**config.mk**
```make
export PLATFORM = sky130hd
export DESIGN_NAME = mem_port_sched
export DESIGN_NICKNAME = d
export VERILOG_FILES = /design/src/rtl/mem_sched_pkg.sv /design/src/rtl/rr_arbiter.sv /design/src/rtl/mem_port_sched.sv
export SDC_FILE = /design/constraint.sdc
export NUM_CORES = 1
export LEC_CHECK = 0
export BUFFER_PORTS_ARGS = -buffer_cell sky130_fd_sc_hd__buf_2
export CELL_PAD_IN_SITES_DETAIL_PLACEMENT = 2
export CELL_PAD_IN_SITES_GLOBAL_PLACEMENT = 2
export CORE_ASPECT_RATIO = 0.6
export CORE_MARGIN = 2
export CORE_UTILIZATION = 26
export CTS_BUF_LIST = sky130_fd_sc_hd__clkbuf_16
export DETAILED_ROUTE_END_ITERATION = 12
export GPL_TIMING_DRIVEN = 0
export PLACE_DENSITY = 0.78
export SLEW_MARGIN = 20
export SYNTH_ARGS = -nofsm -noshare
export SYNTH_HDL_FRONTEND = slang
export SYNTH_HIERARCHICAL = 1
export SYNTH_SLANG_ARGS = --single-unit
```
**constraint.sdc**
```tcl
create_clock -name clk -period 2.87 [get_ports clk]
set_input_delay 0.1435 -clock clk [delete_from_list [all_inputs] [get_ports clk]]
set_output_delay 0.1435 -clock clk [all_outputs]
set_load 0.005 [all_outputs]
```
**src/rtl/mem_sched_pkg.sv**
```systemverilog
// Shared types and defaults for the memory port scheduler: FSM state encoding,
// default address/data widths and the requester command record.
package mem_sched_pkg;

  typedef enum logic [1:0] {
    IDLE   = 2'd0,
    ACCESS = 2'd1,
    RESP   = 2'd2
  } state_t;

  localparam int DEF_AW = 8;
  localparam int DEF_DW = 24;

  typedef struct packed {
    logic              we;
    logic [DEF_AW-1:0] addr;
    logic [DEF_DW-1:0] wdata;
  } cmd_t;

endpackage

```
**src/rtl/rr_arbiter.sv**
```systemverilog
// Combinational round-robin pick: first set bit of mask at or after ptr,
// wrapping modulo N. Returns one-hot, index and a found flag.
module rr_arbiter #(
  parameter int N  = 3,
  parameter int PW = 2
) (
  input  logic [N-1:0]  mask,
  input  logic [PW-1:0] ptr,
  output logic [N-1:0]  onehot,
  output logic [PW-1:0] idx,
  output logic          found
);

  always_comb begin
    int j;
    j     = 0;
    idx   = '0;
    found = 1'b0;
    for (int i = 0; i < N; i++) begin
      j = int'(ptr) + i;
      if (j >= N) j = j - N;
      if (!found && mask[PW'(j)]) begin
        found = 1'b1;
        idx   = PW'(j);
      end
    end
  end

  for (genvar gi = 0; gi < N; gi++) begin : g_onehot
    assign onehot[gi] = found && (idx == PW'(gi));
  end

endmodule

```
**src/rtl/mem_port_sched.sv**
```systemverilog
// Shares a single-port synchronous memory between NREQ requesters with
// round-robin arbitration. Optional MEM_SCHED_REQ0_PRIO_EN: requester 0 has fixed priority.
module mem_port_sched
  import mem_sched_pkg::*;
#(
  parameter int NREQ = 3,
  parameter int AW   = DEF_AW,
  parameter int DW   = DEF_DW
) (
  input  logic              clk,
  input  logic              rst_n,
  input  logic [NREQ-1:0]   req,
  input  logic [NREQ-1:0]   req_we,
  input  logic [NREQ*AW-1:0] req_addr,
  input  logic [NREQ*DW-1:0] req_wdata,
  output logic [NREQ-1:0]   gnt,
  output logic [NREQ-1:0]   done,
  output logic [DW-1:0]     rdata,
  output logic              mem_en,
  output logic              mem_we,
  output logic [AW-1:0]     mem_addr,
  output logic [DW-1:0]     mem_wdata,
  input  logic [DW-1:0]     mem_rdata,
  output logic              busy
);

  localparam int PW = (NREQ > 1) ? $clog2(NREQ) : 1;
  localparam logic [PW-1:0] LAST = PW'(NREQ - 1);

  state_t          state_reg;
  logic [PW-1:0]   rr_ptr_reg;
  logic [NREQ-1:0] elig, arb_mask, arb_onehot, win_onehot;
  logic [PW-1:0]   arb_idx, win_idx;
  logic            arb_found, win_found, win_upd_ptr;

  // done is high only in RESP, so this excludes the finishing requester there
  assign elig = req & ~done;

  rr_arbiter #(.N(NREQ), .PW(PW)) u_arb (
    .mask   (arb_mask),
    .ptr    (rr_ptr_reg),
    .onehot (arb_onehot),
    .idx    (arb_idx),
    .found  (arb_found)
  );

`ifdef MEM_SCHED_REQ0_PRIO_EN
  assign arb_mask = elig & ~NREQ'(1);
  always_comb begin
    win_onehot  = arb_onehot;
    win_idx     = arb_idx;
    win_found   = arb_found;
    win_upd_ptr = 1'b1;
    if (elig[0]) begin
      win_onehot  = NREQ'(1);
      win_idx     = '0;
      win_found   = 1'b1;
      win_upd_ptr = 1'b0;
    end
  end
`else
  assign arb_mask    = elig;
  assign win_onehot  = arb_onehot;
  assign win_idx     = arb_idx;
  assign win_found   = arb_found;
  assign win_upd_ptr = 1'b1;
`endif

  always_ff @(posedge clk or negedge rst_n) begin
    if (!rst_n) begin
      state_reg  <= IDLE;
      rr_ptr_reg <= '0;
      gnt        <= '0;
      done       <= '0;
      rdata      <= '0;
      mem_en     <= 1'b0;
      mem_we     <= 1'b0;
      mem_addr   <= '0;
      mem_wdata  <= '0;
      busy       <= 1'b0;
    end else begin
      done <= '0;
      case (state_reg)
        IDLE, RESP: begin
          if (win_found) begin
            // the memory command registers double as the captured command
            state_reg <= ACCESS;
            busy      <= 1'b1;
            gnt       <= win_onehot;
            mem_en    <= 1'b1;
            mem_we    <= req_we[win_idx];
            mem_addr  <= req_addr[win_idx*AW +: AW];
            mem_wdata <= req_wdata[win_idx*DW +: DW];
            if (win_upd_ptr)
              rr_ptr_reg <= (win_idx == LAST) ? '0 : win_idx + 1'b1;
          end else begin
            state_reg <= IDLE;
            busy      <= 1'b0;
          end
        end
        ACCESS: begin
          state_reg <= RESP;
          gnt       <= '0;
          done      <= gnt;
          mem_en    <= 1'b0;
          mem_we    <= 1'b0;
          if (!mem_we) rdata <= mem_rdata;
        end
        default: begin
          state_reg <= IDLE;
          gnt       <= '0;
          mem_en    <= 1'b0;
          mem_we    <= 1'b0;
          busy      <= 1'b0;
        end
      endcase
    end
  end

endmodule
```
==> impl_metrics.ini <==
[yosys]
synth_edf_count = 0
synth_top_cell_area_share = 0.462
yosys-top-cells-area = dfrtp_1 46%, mux2i_1 10%, mux2_4 8.0%, or2_2 5.5%, a31oi_1 5.4%
ys_seq_area_frac = 0.462
synth_most_common_cell = dfrtp_1
synthDistinctLibCells = 37
synth_nets = 481
async_reset_ff_frac = 1.00
synth_area_per_cell_um2 = 10.7
synth_top_area_cell = dfrtp_1
synth.cell_area_um2 = 3740
yosysWarnings = 6
ys_seq_elements = 69
synth_common_cells = 69 x dfrtp_1, 42 x nor2_1, 39 x mux2i_1
synthFlopType = dfrtp_1
netlist_instances = 349

[worst_hold_path]
hold_depth = 2
min-delay-start = mem_rdata[15]
holdCritPathClass = input pin to flop
min_to = rdata[15]

[setup_path]
cpPeakStageDelay_ns = 0.41
crit_arrival_ns = 2.97
r2r-start = rr_ptr_reg[0]
timing.rr.end = mem_wdata[6]
reg2regPathDepth = 12
critPathLaunchType = flop
worstPathRequired_ns = 3.11
worstSetupEndpointType = flop
r2r_slack_ns = 0.15
cp_slowest_cell = dfrtp_1
path_cells = inv_1 > ha_1 > buf_4 > o22ai_1 > a32o_1 > o31ai_4 > and2_4 > buf_12 > buf_12 > mux2i_1 > or2_2 > a31oi_1
crit_top_cell = buf_12
crit_fanout = 10
path_class = flop to flop

[cells_and_area]
drive_above_1_share = 0.551
finalInstanceArea_um2 = 5350
reg_top3 = mem_wdata (24), rdata (24), mem_addr (8)
multi_input_area_um2 = 1840
syn2layout_area_growth_pct = 43.2
fillers = 1557
nNetsFinal = 687
regArea_um2 = 1730
final_util = 0.387
diodes = 0

[global_routing]
grt_first_pass_wirelength_mm = 22.2
grt_pass1_vias = 3832
grt_max_degree = 47
antenna_found_initial = 1
grt-ovfl-total = 0
grt_use_total = 0.185

[placed_design]
port_buffers = 192
placed_area_um2 = 4970
pre_cts_ws_ns = -0.209
gp_congestion = 0.824
hpwlAfterDp_mm = 10.9

[outcome]
status = finished, final reports clean

[routing]
drc = 0
vias = 3429
drtAntennaViolNets = 0
dr.pass1.iters = 4
detail_route.iter0.violations = 114
wirelength_mm = 14.0
wl_per_cell_um = 18.6
routed_via_density = 4.57

[floorplanning]
start_util = 0.270
num_rows = 33
die_w_um = 159
coreArea_um2 = 13800
io_pins = 193
die_h_um = 96.9
die_area_um2 = 15400

[timing]
period_minus_slack_ns = 2.72
maxSlewViolCount = 0
fin_crit_sh = 0.949
tightest_slew_ns = 0.507
timing.fmax_mhz = 367
fin_ws_ns = 0.146
rsz0062_at_grt = false
setup_violations = 0
hold_viol = 0
slew_headroom = 0.661
skew_ns = 0.00764
fin_worst_hold_slack_ns = 0.0467

[pwr]
powerDensity_nw_per_um2 = 1480
p_leak_uw = 0.00264
ir_drop_mv = 0.373
p_total_uw = 7900

[clocking]
clock-sinks = 69
htree_levels = 3
cts_max_path_buffers = 2
clkLatencyLatePin_ns = 0.33
cts_tree = built
cts-root-buf = clkbuf_16
numCtsBuffers = 9
path_clk_slew_ns = 0.06

[run]
cap_violations = 0
## worst max-delay path by stage
| stage | to | startpoint | slack [ns] |
|---|---|---|---|
| detailed placement | mem_wdata[13] | done[2] | -0.21 |
| global placement | mem_addr[4] | done[2] | -0.14 |
| floorplan | mem_we | rr_ptr_reg[0] | 0.48 |
| global route | mem_we | rr_ptr_reg[0] | 0.005 |
| finish | mem_wdata[6] | rr_ptr_reg[0] | 0.15 |
| CTS | mem_wdata[6] | rr_ptr_reg[0] | 0.02 |
## report_power, final
part | internal, uW | switching [uW] | total (uW) | leakage [uW]
clock | 667 | 426 | 1090 | 0.000141
sequential | 1500 | 275 | 1770 | 0.000810
combinational | 2480 | 2550 | 5030 | 0.00169
## stage by stage
stage               std cells  setup TNS (ns)
floorplan                 349               0
global placement          733           -2.15
detailed placement        734           -3.66
CTS                       750               0
global route              751               0
finish                    751               0
## per-layer routing
metal	up-vias	global-route usage	routed length (um)
li1	1609	-	-
met1	1676	0.235	6310
met2	134	0.303	6600
met3	8	0.0648	964
met4	2	0.0409	86
met5	-	0	13
## cells in the final DEF, fill, tap and decap left out, types with 2 or more instances in the layout
cell type  count
nor2b_4        2
buf_4          6
a31oi_1       31
clkbuf_1       2
o21a_1         2
dfrtp_1       69
or2_2         33
nor2b_2        2
clkinv_2       2
ha_1           3
a21oi_1        2
nor2_1        42
inv_1          2
clkinv_4       2
and2_2         3
buf_6          4
nor2b_1        4
mux2i_1       39
clkbuf_16      9
nand3_1        3
mux2_4        20
nand2b_1       2
and2_1         3
nand2_1       37
buf_12         5
buf_2        199
mux2_2         7
## cell type report
class / instances / share of cell area
Multi-Input combinational cell: 253 / 0.344
Sequential cell: 69 / 0.323
Timing Repair Buffer: 195 / 0.188
Tap cell: 192 / 0.0449
Buffer: 25 / 0.0440
Clock buffer: 9 / 0.0421
Clock inverter: 6 / 0.0122
Inverter: 2 / 0.00140
## logic make-up after synthesis
family          synth area share
simple gates               0.180
mux                        0.206
buf+inv                   0.0536
flops                      0.462
compound gates            0.0847
fa+ha+maj                 0.0134
## critical path, delay by kind of cell, from the launching register on
kind	cells	cell delay, ns
flops	1	0.41
buf+inv	4	0.55
compound gates	4	0.85
simple gates	2	0.47
fa+ha+maj	1	0.28
mux	1	0.07
## what timing repair did
| item | 4_1_cts | 5_1_grt |
|---|---|---|
| setup endpoints to repair | 29 | 32 |
| pin swaps | 0 | 2 |
| cloned | 0 | 0 |
| hold buffers | 1 | 0 |
| endpoints found under the hold margin | 23 | 0 |
| buffers inserted | 0 | 1 |
| gates resized for setup | 8 | 16 |
No activity file was read; power rests on OpenSTA's default activity.
